### src/rtl/bfp_unpack.sv
// Block-floating-point decoder: frames of mantissas sharing one exponent
// are rebuilt as saturated mantissa*2^exp in a wider fixed-point format.
module bfp_unpack #(
    parameter int DIN_WIDTH  = 8,
    parameter int DIN_POINT  = 7,
    parameter int DOUT_WIDTH = 16,
    parameter int DOUT_POINT = 7,
    parameter int EXP_WIDTH  = 4,
    parameter int FRAME_LEN  = 64
) (
    input  logic                  clk,
    input  logic                  rst_n,
    input  logic [EXP_WIDTH-1:0]  exp_in,
    input  logic                  exp_valid,
    input  logic [DIN_WIDTH-1:0]  din,
    input  logic                  din_valid,
    output logic [DOUT_WIDTH-1:0] dout,
    output logic                  dout_valid,
    output logic                  dout_last,
    output logic                  dout_sat,
    output logic                  frame_err
);

    localparam int PSH   = DOUT_POINT - DIN_POINT;
    localparam int WW    = DOUT_WIDTH + (1 << EXP_WIDTH) - 1;
    localparam int CNT_W = (FRAME_LEN > 1) ? $clog2(FRAME_LEN) : 1;
    localparam logic [CNT_W-1:0] LAST_CNT = CNT_W'(FRAME_LEN - 1);

    typedef enum logic {IDLE, RUN} state_t;

    state_t               state, state_nxt;
    logic [CNT_W-1:0]     count, count_nxt, cnt_base;
    logic [EXP_WIDTH-1:0] exp_q, exp_nxt, exp_use;
    logic                 accept, is_last, err_nxt;

    logic                         s1_valid, s1_last;
    logic [EXP_WIDTH-1:0]         s1_exp;
    logic signed [DOUT_WIDTH-1:0] s1_data;

    logic signed [DOUT_WIDTH-1:0] aligned;
    logic signed [WW-1:0]         wide;
    logic [WW-DOUT_WIDTH:0]       top;
    logic                         ovf;
    logic [DOUT_WIDTH-1:0]        sat_val;

    // Frame tracking: exponent latch, sample count, error detection
    always_comb begin
        state_nxt = state;
        count_nxt = count;
        exp_nxt   = exp_q;
        exp_use   = exp_q;
        cnt_base  = count;
        is_last   = 1'b0;
        if (exp_valid) begin
            exp_nxt   = exp_in;
            exp_use   = exp_in;
            cnt_base  = '0;
            count_nxt = '0;
            state_nxt = RUN;
        end
        accept  = din_valid && (exp_valid || state == RUN);
        err_nxt = (state == IDLE && din_valid && !exp_valid)
                || (state == RUN && exp_valid);
        if (accept) begin
            is_last = (cnt_base == LAST_CNT);
            if (is_last) begin
                count_nxt = '0;
                state_nxt = IDLE;
            end else begin
                count_nxt = cnt_base + 1'b1;
            end
        end
    end

    // Frame state registers
    always_ff @(posedge clk or negedge rst_n) begin
        if (!rst_n) begin
            state <= IDLE;
            count <= '0;
            exp_q <= '0;
        end else begin
            state <= state_nxt;
            count <= count_nxt;
            exp_q <= exp_nxt;
        end
    end

    assign aligned = DOUT_WIDTH'($signed(din)) <<< PSH;

    // Stage 1: register aligned mantissa with its frame exponent and last flag
    always_ff @(posedge clk or negedge rst_n) begin
        if (!rst_n) begin
            s1_valid  <= 1'b0;
            s1_last   <= 1'b0;
            s1_exp    <= '0;
            s1_data   <= '0;
            frame_err <= 1'b0;
        end else begin
            s1_valid  <= accept;
            s1_last   <= is_last;
            frame_err <= err_nxt;
            if (accept) begin
                s1_exp  <= exp_use;
                s1_data <= aligned;
            end
        end
    end

    assign wide    = WW'(s1_data) <<< s1_exp;
    assign top     = wide[WW-1:DOUT_WIDTH-1];
    assign ovf     = !((&top) || !(|top));
    assign sat_val = wide[WW-1] ? {1'b1, {(DOUT_WIDTH-1){1'b0}}}
                                : {1'b0, {(DOUT_WIDTH-1){1'b1}}};

    // Stage 2: apply exponent shift and saturate to output width
    always_ff @(posedge clk or negedge rst_n) begin
        if (!rst_n) begin
            dout       <= '0;
            dout_valid <= 1'b0;
            dout_last  <= 1'b0;
            dout_sat   <= 1'b0;
        end else begin
            dout_valid <= s1_valid;
            dout_last  <= s1_valid && s1_last;
            dout_sat   <= s1_valid && ovf;
            if (s1_valid) begin
                dout <= ovf ? sat_val : wide[DOUT_WIDTH-1:0];
            end
        end
    end

endmodule

### config.mk
export PLATFORM = sky130hd
export DESIGN_NAME = bfp_unpack
export DESIGN_NICKNAME = d
export VERILOG_FILES = /design/src/rtl/bfp_unpack.sv
export SDC_FILE = /design/constraint.sdc
export NUM_CORES = 1
export LEC_CHECK = 0
export CORE_UTILIZATION = 55
export DETAILED_ROUTE_END_ITERATION = 10
export PLACE_DENSITY = 0.82
export SLEW_MARGIN = 10
export SYNTH_ARGS = -nofsm -noshare
export SYNTH_HDL_FRONTEND = slang
export SYNTH_SLANG_ARGS = --single-unit
### constraint.sdc
create_clock -name clk -period 4.3 [get_ports clk]
set_input_delay 0.43 -clock clk [delete_from_list [all_inputs] [get_ports clk]]
set_output_delay 0.43 -clock clk [all_outputs]
set_load 0.03 [all_outputs]
==> flow_metrics.env, run 1 <==
export IMPL_status="completed"
export IMPL_ys_dominant_reg_cell="dfrtp_1"
export IMPL_seq_area_frac_synth_pct=45.9
export IMPL_wl_met1_um=2470
export IMPL_synth_area_per_cell_um2=9.22
export IMPL_hold_buffers=0
export IMPL_wl_met3_um=276
export IMPL_syn_to_final_growth_pct=17.1
export IMPL_power_frac_comb_pct=32.1
export IMPL_cp_slowest_cell="dfrtp_1"
export IMPL_async_reset_ff_share_pct=100
export IMPL_p_int_w=0.000855
export IMPL_cp_start_kind="register"
export IMPL_highest_layer="met4"
export IMPL_timing_slew_headroom_pct=35.2
export IMPL_clkSlewWorstSetupHoldPaths_ns=0.08
export IMPL_drive_gt1_share_pct=8.65
export IMPL_drc_errors=0
export IMPL_p_leak_nw=1.24
export IMPL_routabilityCongestion=0.907
export IMPL_synth_edf_count=0
export IMPL_sw_frac_of_total_pct=34.0
export IMPL_power_share_sequential_pct=43.2
export IMPL_die_x_um=68.8
export IMPL_die_h_um=68.8
export IMPL_cp_end_kind="register"
export IMPL_wirelength_um=5390
export IMPL_period_minus_slack_ns=2.73
export IMPL_hold_viol_final=0
export IMPL_grt_pass1_wl_um=8930
export IMPL_numCtsBuffers=5
export IMPL_rsz0062_at_grt="false"
export IMPL_post_cts_setup_buffers=0
export IMPL_max_freq_mhz=367
export IMPL_rows=23
export IMPL_routedWlPerCell_um=15.9
export IMPL_fin_nets=305
export IMPL_dieArea_um2=4730
export IMPL_antenna_left=0
export IMPL_cts_tree="done"
export IMPL_grt_max_degree=46
export IMPL_core_region_area_um2=4140
export IMPL_cts_root_buf="clkbuf_8"
export IMPL_p_sw_w=0.000440
export IMPL_cts_sinks=45
export IMPL_grt_pass1_vias=1879
export IMPL_fin_crit_sh_pct=63.4
export IMPL_hpwl_um=3590
export IMPL_drv_cap=0
export IMPL_io_buffers=35
export IMPL_dr_first_iter_drc_count=195
export IMPL_worst_slack_ns=1.57
export IMPL_syn_num_nets=283
export IMPL_synth_seq_cells=45
export IMPL_dpl_cell_area_um2=2760
export IMPL_fin_worst_skew_ns=0.00718
export IMPL_whs_ns=0.291
export IMPL_synth_cell_types=46
export IMPL_synthCells=266
export IMPL_antenna_found_initial=0
export IMPL_antenna_cells=0
export IMPL_cts_resized=0
export IMPL_finalSetupViolCount=0
export IMPL_via_count=1985
export IMPL_tightest_slew_ns=0.972
export IMPL_vias_per_cell=5.86
export IMPL_dp_slack_ns=1.63
export IMPL_fin_area_um2=2870
export IMPL_finalSetupTns_ns=0
export IMPL_yosys_warnings=0
export IMPL_hold_class="input pin to asynchronous set/reset pin"
export IMPL_clkLatencyLatePin_ns=0.29
export IMPL_power_density_nw_per_um2=450
export IMPL_htree_num_levels=2
export IMPL_critPathKind="register to register"
export IMPL_required_ns=4.45
export IMPL_grt_overflow=0
export IMPL_pin_count=36
export IMPL_critPathMaxStageDelay_ns=0.91
export IMPL_r2r_cells=5
export IMPL_grt_usage_pct=26.1
export IMPL_clk_path_buf_depth=2
export IMPL_crit_arrival_ns=2.87
export IMPL_met2_wirelength_um=2590
export IMPL_ir_drop_mv=0.265
export IMPL_initial_core_util_pct=59.2
export IMPL_worst_path_max_fanout=24
export IMPL_synth_area_um2=2450
export IMPL_final_max_slew_violation_count=0
export IMPL_first_pass_iters=4
export IMPL_crit_chain="mux4_2 -> mux2_2 -> a22o_1 -> a21oi_4 -> o21ai_0"
export IMPL_clkPwrFrac_pct=24.8
## worst max-delay path, delay by kind of cell (launching register included)
kind / cells / cell delay [ns]
multiplexers: 2 / 0.93
flip-flops: 1 / 0.91
AO/OA/AOI/OAI: 3 / 0.74
## stage by stage
step                      cells  total power [W]  util, %
after detailed placement    331         0.000978     66.5
after global routing        339          0.00137     69.4
final                       339          0.00129     69.4
after global placement      331         0.000971     66.5
after floorplan             266         0.000831        -
after CTS                   339          0.00130     69.4
## cell families (layout without fill, tap and decap cells)
logic type                 count (synthesis)  in the layout  share of synthesized area, %
AOI/OAI and AO/OA                         65             65                          17.1
xor gates and xnor gates                   3              3                          1.07
adders and majority gates                  1              1                         0.510
buffers and inverters                     28             51                          5.61
DFF                                       45             45                          45.9
muxes                                     23             23                          11.0
and+or+nand+nor                          101            101                          18.9
## power by group through the flow
stage | clock network [W] | registers (W) | logic, W
after floorplan | 0 | 0.000613 | 0.000218
after global placement | 0 | 0.000565 | 0.000406
after detailed placement | 0 | 0.000566 | 0.000412
after CTS | 0.000327 | 0.000558 | 0.000415
after global routing | 0.000346 | 0.000569 | 0.000452
final | 0.000321 | 0.000559 | 0.000415
## layout by cell type (no fill, tap or decap), types with 2 or more instances in the layout
master,count
nand2_1,50
and3b_1,2
mux2i_1,10
nand3_1,3
o211ai_1,7
clkdlybuf4s50_1,34
a221oi_1,2
nand2b_1,3
a22oi_1,3
inv_1,6
a21oi_1,20
nand3b_1,2
clkbuf_8,6
o2111ai_1,2
nand4_1,3
a211o_1,2
nor2b_1,7
mux2_2,11
a31oi_1,5
nor3_1,2
mux4_2,2
o21ai_0,15
xnor2_1,2
nor2_1,22
a211oi_1,2
dfrtp_1,45
## final cells by class
type                    count  area [µm²]
clock inverters             1        30.0
flip-flops and latches     45        1130
clock buffers               7        86.3
multi-input cells         193        1190
fillers                   342        1270
inverters                   7        26.3
well taps                  50        62.6
repair buffers             36         353
## cell usage after synthesis (2+ instances only)
library cell / number / area share (%)
nand2_1: 50 / 7.6
dfrtp_1: 45 / 46
nor2_1: 22 / 3.4
a21oi_1: 20 / 4.1
o21ai_0: 15 / 3.1
clkbuf_1: 11 / 1.7
mux2_2: 11 / 5.0
mux2i_1: 10 / 4.1
nor2b_1: 7 / 1.8
o211ai_1: 7 / 2.1
inv_1: 6 / 0.92
a31oi_1: 5 / 1.3
a22oi_1: 3 / 0.92
buf_1: 3 / 0.46
buf_6: 3 / 1.4
nand2b_1: 3 / 0.76
nand3_1: 3 / 0.61
nand4_1: 3 / 0.76
a211o_1: 2 / 0.71
a211oi_1: 2 / 0.61
a221oi_1: 2 / 0.71
and3b_1: 2 / 0.71
buf_2: 2 / 0.41
buf_4: 2 / 0.61
mux4_2: 2 / 1.8
nand3b_1: 2 / 0.61
nor3_1: 2 / 0.41
o2111ai_1: 2 / 0.71
xnor2_1: 2 / 0.71
## flip-flops by register name, summed over array words and instances (netlist names)
name        count
dout           16
s1_data         8
count           6
exp_q           4
s1_exp          4
dout_last       1
dout_sat        1
dout_valid      1
frame_err       1
s1_last         1
s1_valid        1
state           1
## per-layer routing
| layer | global-route usage (%) | vias up |
|---|---|---|
| met2 | 41.4 | 69 |
| met3 | 5.10 | 5 |
| li1 | - | 972 |
| met4 | 8.93 | 0 |
| met1 | 35.8 | 939 |
| met5 | 0 | - |
## final timing paths
check / startpoint / end / slack (ns)
setup / recovery: s1_exp[0] / dout[9] / 1.57
hold / removal: rst_n / dout_valid / 0.29
setup reg to reg: s1_exp[0] / dout[9] / 1.57
hold reg to reg: s1_last / dout_last / 0.47
max in group asynchronous: rst_n / dout[2] / 3.40
min in group clk: s1_last / dout_last / 0.47
No activity file was read; power rests on OpenSTA's default activity.
==> run 2: changes to the inputs <==
- CORE_UTILIZATION: 55 -> 49
- PLACE_DENSITY: 0.82 -> 0.77
- clock period: 4.3 -> 2.3 ns (I/O delays scaled with it)
==> run 2 against run 1 <==
Routed wire length increased by 3.1%; clock power grew 60%; die area increased by 12%; total power increased by 86%; sequential share of layout area is 2.1 points lower; via count grew 3.1%; final area is 5.7% higher; first-iteration DRC count down 30%.
==> flow_metrics.env, run 2 (synthesis results as in run 1) <==
export IMPL_reg_top3="dout (16), s1_data (8), count (6)"
export IMPL_crit_arrival_ns=2.32
export IMPL_numCtsBuffers=5
export IMPL_cp_end_kind="register"
export IMPL_cts_resized=0
export IMPL_first_pass_iters=4
export IMPL_clk_path_buf_depth=2
export IMPL_required_ns=2.48
export IMPL_power_density_nw_per_um2=792
export IMPL_htree_num_levels=2
export IMPL_cts_tree="done"
export IMPL_drv_cap=0
export IMPL_pin_count=36
export IMPL_tightest_slew_ns=0.981
export IMPL_drc_errors=0
export IMPL_routedWlPerCell_um=14.8
export IMPL_dr_first_iter_drc_count=136
export IMPL_layout_common_cells="50 x nand2_1, 45 x dfrtp_1, 34 x clkdlybuf4s50_1"
export IMPL_grt_usage_pct=23.4
export IMPL_worst_slack_ns=0.161
export IMPL_mostFrequentLayoutCell="nand2_1"
export IMPL_grt_max_degree=46
export IMPL_syn_to_final_growth_pct=23.8
export IMPL_grt_pass1_vias=2009
export IMPL_hpwl_um=4020
export IMPL_fin_nets=324
export IMPL_io_buffers=35
export IMPL_timing_slew_headroom_pct=34.6
export IMPL_dieArea_um2=5290
export IMPL_n_fill_cell=390
export IMPL_final_max_slew_violation_count=0
export IMPL_die_x_um=72.8
export IMPL_hold_buffers=0
export IMPL_routabilityCongestion=0.966
export IMPL_largest_register="dout"
export IMPL_initial_core_util_pct=51.3
export IMPL_via_count=2046
export IMPL_grt_overflow=0
export IMPL_period_minus_slack_ns=2.14
export IMPL_fin_worst_skew_ns=0.0111
export IMPL_hold_class="input pin to asynchronous set/reset pin"
export IMPL_fin_crit_sh_pct=93.0
export IMPL_finalCoreUtilization_pct=63.5
export IMPL_cp_startpoint="s1_exp[0]"
export IMPL_reg2reg_from="s1_exp[0]"
export IMPL_finalSetupViolCount=0
export IMPL_vias_per_cell=5.46
export IMPL_worst_path_max_fanout=16
export IMPL_antenna_found_initial=0
export IMPL_die_h_um=72.8
export IMPL_cts_root_buf="clkbuf_8"
export IMPL_clkLatencyLatePin_ns=0.30
export IMPL_grt_pass1_wl_um=9360
export IMPL_rows=25
export IMPL_critPathKind="register to register"
export IMPL_post_cts_setup_buffers=0
export IMPL_cp_start_kind="register"
export IMPL_core_region_area_um2=4790
export IMPL_largest_reg_flops=16
export IMPL_antenna_left=0
export IMPL_ir_drop_mv=0.402
export IMPL_antenna_cells=0
export IMPL_wirelength_um=5560
export IMPL_drive_gt1_share_pct=14.9
export IMPL_max_freq_mhz=467
export IMPL_dp_slack_ns=0.164
export IMPL_cts_sinks=45
export IMPL_status="completed"
export IMPL_clkSlewWorstSetupHoldPaths_ns=0.09
export IMPL_finalSetupTns_ns=0
export IMPL_rsz0062_at_grt="false"
export IMPL_hold_viol_final=0
export IMPL_p_leak_nw=1.33
[run 2: changes by cell type in the layout (fill, tap and decap cells not counted)]
cell       change
buf_4         +18
clkinv_4       +1
a31oi_1        -1
buf_12         +1
bufinv_16      -1
clkbuf_1       -1
clkinv_2       +1
a31oi_2        +1
[run 2: path summary, 6_finish.rpt]
check | slack [ns] | cells after the start | end
min in group clk | 0.45 | 3 | s1_data[0]
worst min register to register | 0.46 | 1 | dout_last
max in group asynchronous | 1.61 | 1 | exp_q[1]
worst max-delay path | 0.16 | 7 | dout[10]
worst max register to register | 0.16 | 7 | dout[10]
worst min-delay path | 0.07 | 1 | s1_data[6]
[run 2: cell type report]
class / count / area (µm²) / share of cell area (%)
Tap cell: 67 / 83.8 / 2.76
Clock inverter: 2 / 13.8 / 0.453
Multi-Input combinational cell: 193 / 1200 / 39.4
Timing Repair Buffer: 55 / 508 / 16.7
Inverter: 7 / 26.3 / 0.865
Clock buffer: 6 / 82.6 / 2.72
Sequential cell: 45 / 1130 / 37.1
[run 2: per-stage QoR]
step | power, W | hold slack, ns | instance area [µm²] | instances
final | 0.00240 | 0.0732 | 3040 | 375
after global routing | 0.00253 | 0.180 | 3040 | 375
after CTS | 0.00242 | 0.124 | 3030 | 375
after detailed placement | 0.00190 | 0.453 | 2930 | 367
after global placement | 0.00189 | 0.436 | 2930 | 367
after floorplan | 0.00155 | -0.0656 | 2450 | 266
[run 2: report_power, final]
part | total [W] | leakage (nW) | internal [W] | switching (W)
logic | 0.000891 | 0.735 | 0.000394 | 0.000497
registers | 0.00100 | 0.545 | 0.000906 | 0.0000938
clock network | 0.000513 | 0.0512 | 0.000244 | 0.000269
total | 0.00240 | 1.33 | 0.00154 | 0.000860
[run 2: routing by layer]
layer	vias up	wire length (µm)	GRT usage (%)
met1	961	2630	32.2
met5	-	0	0
met2	65	2570	36.7
met3	11	235	3.45
met4	0	121	10.7
li1	1009	-	-
[run 2: worst max-delay path: stages, from the launching register on]
cell       delay (ns)
dfrtp_1          0.48
buf_4            0.22
a2111oi_1        0.52
a31oi_1          0.15
a22o_1           0.28
a21oi_4          0.14
buf_12           0.15
o211ai_1         0.08
==> run 3: changes to the inputs <==
- CORE_ASPECT_RATIO: default -> 1.4
- MAX_ROUTING_LAYER: default -> met4
==> run 3 against run 2 <==
The flow now finishes with violations (hold timing); critical path depth is 1 lower; sequential cell count is the same; clock skew decreased by 0.00087 ns; worst hold slack got worse by 0.088 ns; sequential share of layout area is 0.19 points higher; final area down 0.29%; total power fell by 1.1%; non-clock buffer count did not move; sequential power about the same; die area is essentially flat.
==> flow_metrics.env, run 3 (synthesis results as in run 1) <==
export IMPL_status="finished, violations left"
export IMPL_violations="hold timing"
export IMPL_critPathKind="register to register"
export IMPL_largest_reg_flops=16
export IMPL_met2_wirelength_um=2810
export IMPL_grt_pass1_vias=2041
export IMPL_core_region_area_um2=4840
export IMPL_syn_to_final_growth_pct=23.4
export IMPL_worst_path_max_fanout=10
export IMPL_whs_ns=-0.0148
export IMPL_required_ns=2.47
export IMPL_fin_worst_skew_ns=0.0102
export IMPL_vias_per_cell=5.64
export IMPL_reg2reg_from="s1_exp[0]"
export IMPL_timing_slew_headroom_pct=57.3
export IMPL_antenna_left=0
export IMPL_numCtsBuffers=5
export IMPL_highest_layer="met4"
export IMPL_htree_num_levels=2
export IMPL_cts_sinks=45
export IMPL_hold_viol_final=24
export IMPL_wl_met3_um=162
export IMPL_hpwl_um=3890
export IMPL_first_pass_iters=4
export IMPL_layout_common_cells="50 x nand2_1, 43 x dfrtp_1, 34 x clkdlybuf4s50_1"
export IMPL_rsz0062_at_grt="false"
export IMPL_largest_register="dout"
export IMPL_die_h_um=85.7
export IMPL_p_total_w=0.00238
export IMPL_dpl_cell_area_um2=2920
export IMPL_final_max_slew_violation_count=0
export IMPL_wl_met1_um=2250
export IMPL_clkLatencyLatePin_ns=0.30
export IMPL_cts_root_buf="clkbuf_8"
export IMPL_routedWlPerCell_um=14.4
export IMPL_power_density_nw_per_um2=785
export IMPL_hold_class="input pin to asynchronous set/reset pin"
export IMPL_io_buffers=35
export IMPL_routabilityCongestion=0.909
export IMPL_initial_core_util_pct=50.7
export IMPL_cp_endpoint="dout[9]"
export IMPL_dieArea_um2=5300
export IMPL_r2r_cells=6
export IMPL_cp_startpoint="s1_exp[0]"
export IMPL_grt_max_degree=46
export IMPL_via_count=2097
export IMPL_rows=30
export IMPL_drv_cap=0
export IMPL_finalSetupTns_ns=0
export IMPL_max_freq_mhz=468
export IMPL_ir_drop_mv=0.462
export IMPL_crit_arrival_ns=2.30
export IMPL_drive_gt1_share_pct=15.6
export IMPL_reg2reg_to="dout[9]"
export IMPL_sw_frac_of_total_pct=36.2
export IMPL_tightest_slew_ns=0.638
export IMPL_p_sw_w=0.000861
export IMPL_p_int_w=0.00152
export IMPL_finalSetupViolCount=0
export IMPL_antenna_found_initial=0
export IMPL_cts_tree="done"
export IMPL_grt_pass1_wl_um=9050
export IMPL_reg2reg_slack_ns=0.16
export IMPL_power_share_sequential_pct=42.3
export IMPL_die_x_um=61.8
export IMPL_power_frac_comb_pct=36.8
export IMPL_fin_crit_sh_pct=93.0
export IMPL_reg_top3="dout (16), s1_data (8), count (6)"
export IMPL_finalCoreUtilization_pct=62.5
export IMPL_period_minus_slack_ns=2.14
export IMPL_mostFrequentLayoutCell="nand2_1"
export IMPL_fin_area_um2=3030
export IMPL_drc_errors=0
export IMPL_pin_count=36
export IMPL_clkPwrFrac_pct=20.9
export IMPL_cp_end_kind="register"
export IMPL_wirelength_um=5370
export IMPL_grt_usage_pct=23.5
export IMPL_antenna_cells=0
export IMPL_p_leak_nw=1.32
export IMPL_hold_buffers=0
export IMPL_clk_path_buf_depth=2
export IMPL_fin_nets=324
export IMPL_cp_start_kind="register"
export IMPL_clkSlewWorstSetupHoldPaths_ns=0.09
export IMPL_dr_first_iter_drc_count=140
export IMPL_grt_overflow=0
[run 3: changes by cell type in the layout (fill, tap and decap cells not counted)]
| cell | change |
|---|---|
| dfrtp_1 | -2 |
| dfrtp_2 | +2 |
| a2111oi_1 | -1 |
| a2111oi_2 | +1 |
| a31oi_1 | +1 |
| a31oi_2 | -1 |
| clkbuf_8 | -1 |
| clkinv_4 | -1 |
| clkinvlp_4 | +1 |
| inv_6 | +1 |
[run 3: timing repair]
action	CTS	global route
buffers inserted	0	1
resized for setup	0	3
endpoints found under the setup margin	0	16
[run 3: routing by layer]
metal	GRT usage (%)	vias to the layer above
met5	-	-
met4	12.9	0
met3	4.37	16
met2	37.5	64
met1	27.0	999
li1	-	1018
[run 3: through the flow]
step / std cells / setup slack (ns)
after CTS: 371 / 0.00942
final: 372 / 0.162
after floorplan: 266 / 0.299
after global routing: 372 / 0.0130
after global placement: 363 / 0.0915
after detailed placement: 363 / 0.0257
[run 3: how the worst min path moves through the flow]
stage / slack (ns) / cells past startpoint / to / start
final: -0.01 / 2 / dout[0] / rst_n
after global routing: 0.04 / 2 / dout[0] / rst_n
after CTS: 0.009 / 2 / dout[3] / rst_n
after detailed placement: 0.34 / 2 / dout[3] / rst_n
after global placement: 0.34 / 2 / dout[0] / rst_n
after floorplan: -0.07 / 0 / count[0] / rst_n
[run 3: worst max-delay path, cell delays in order (launching register included)]
cell	delay, ns
dfrtp_2	0.48
mux4_2	0.54
mux2_2	0.31
nand4_1	0.10
a31oi_1	0.24
a22oi_1	0.21
o21ai_0	0.11
[run 3: layout make-up]
cell class	count	area (µm²)
clock inverter	3	21.3
timing repair buffer	55	508
clock buffer	5	68.8
multi-input combinational	193	1190
sequential	45	1130
fill	422	1810
inverter	7	26.3
tap	64	80.1
[run 3: power groups by stage]
| stage | Combinational [W] | Sequential (W) | Clock [W] |
|---|---|---|---|
| 4_1_cts | 0.000868 | 0.00101 | 0.000511 |
| 5_1_grt | 0.000951 | 0.00103 | 0.000553 |
| 6_report | 0.000874 | 0.00101 | 0.000498 |
| 3_3_place_gp | 0.000861 | 0.00102 | 0 |
| 2_1_floorplan | 0.000408 | 0.00115 | 0 |
| 3_5_place_dp | 0.000865 | 0.00102 | 0 |
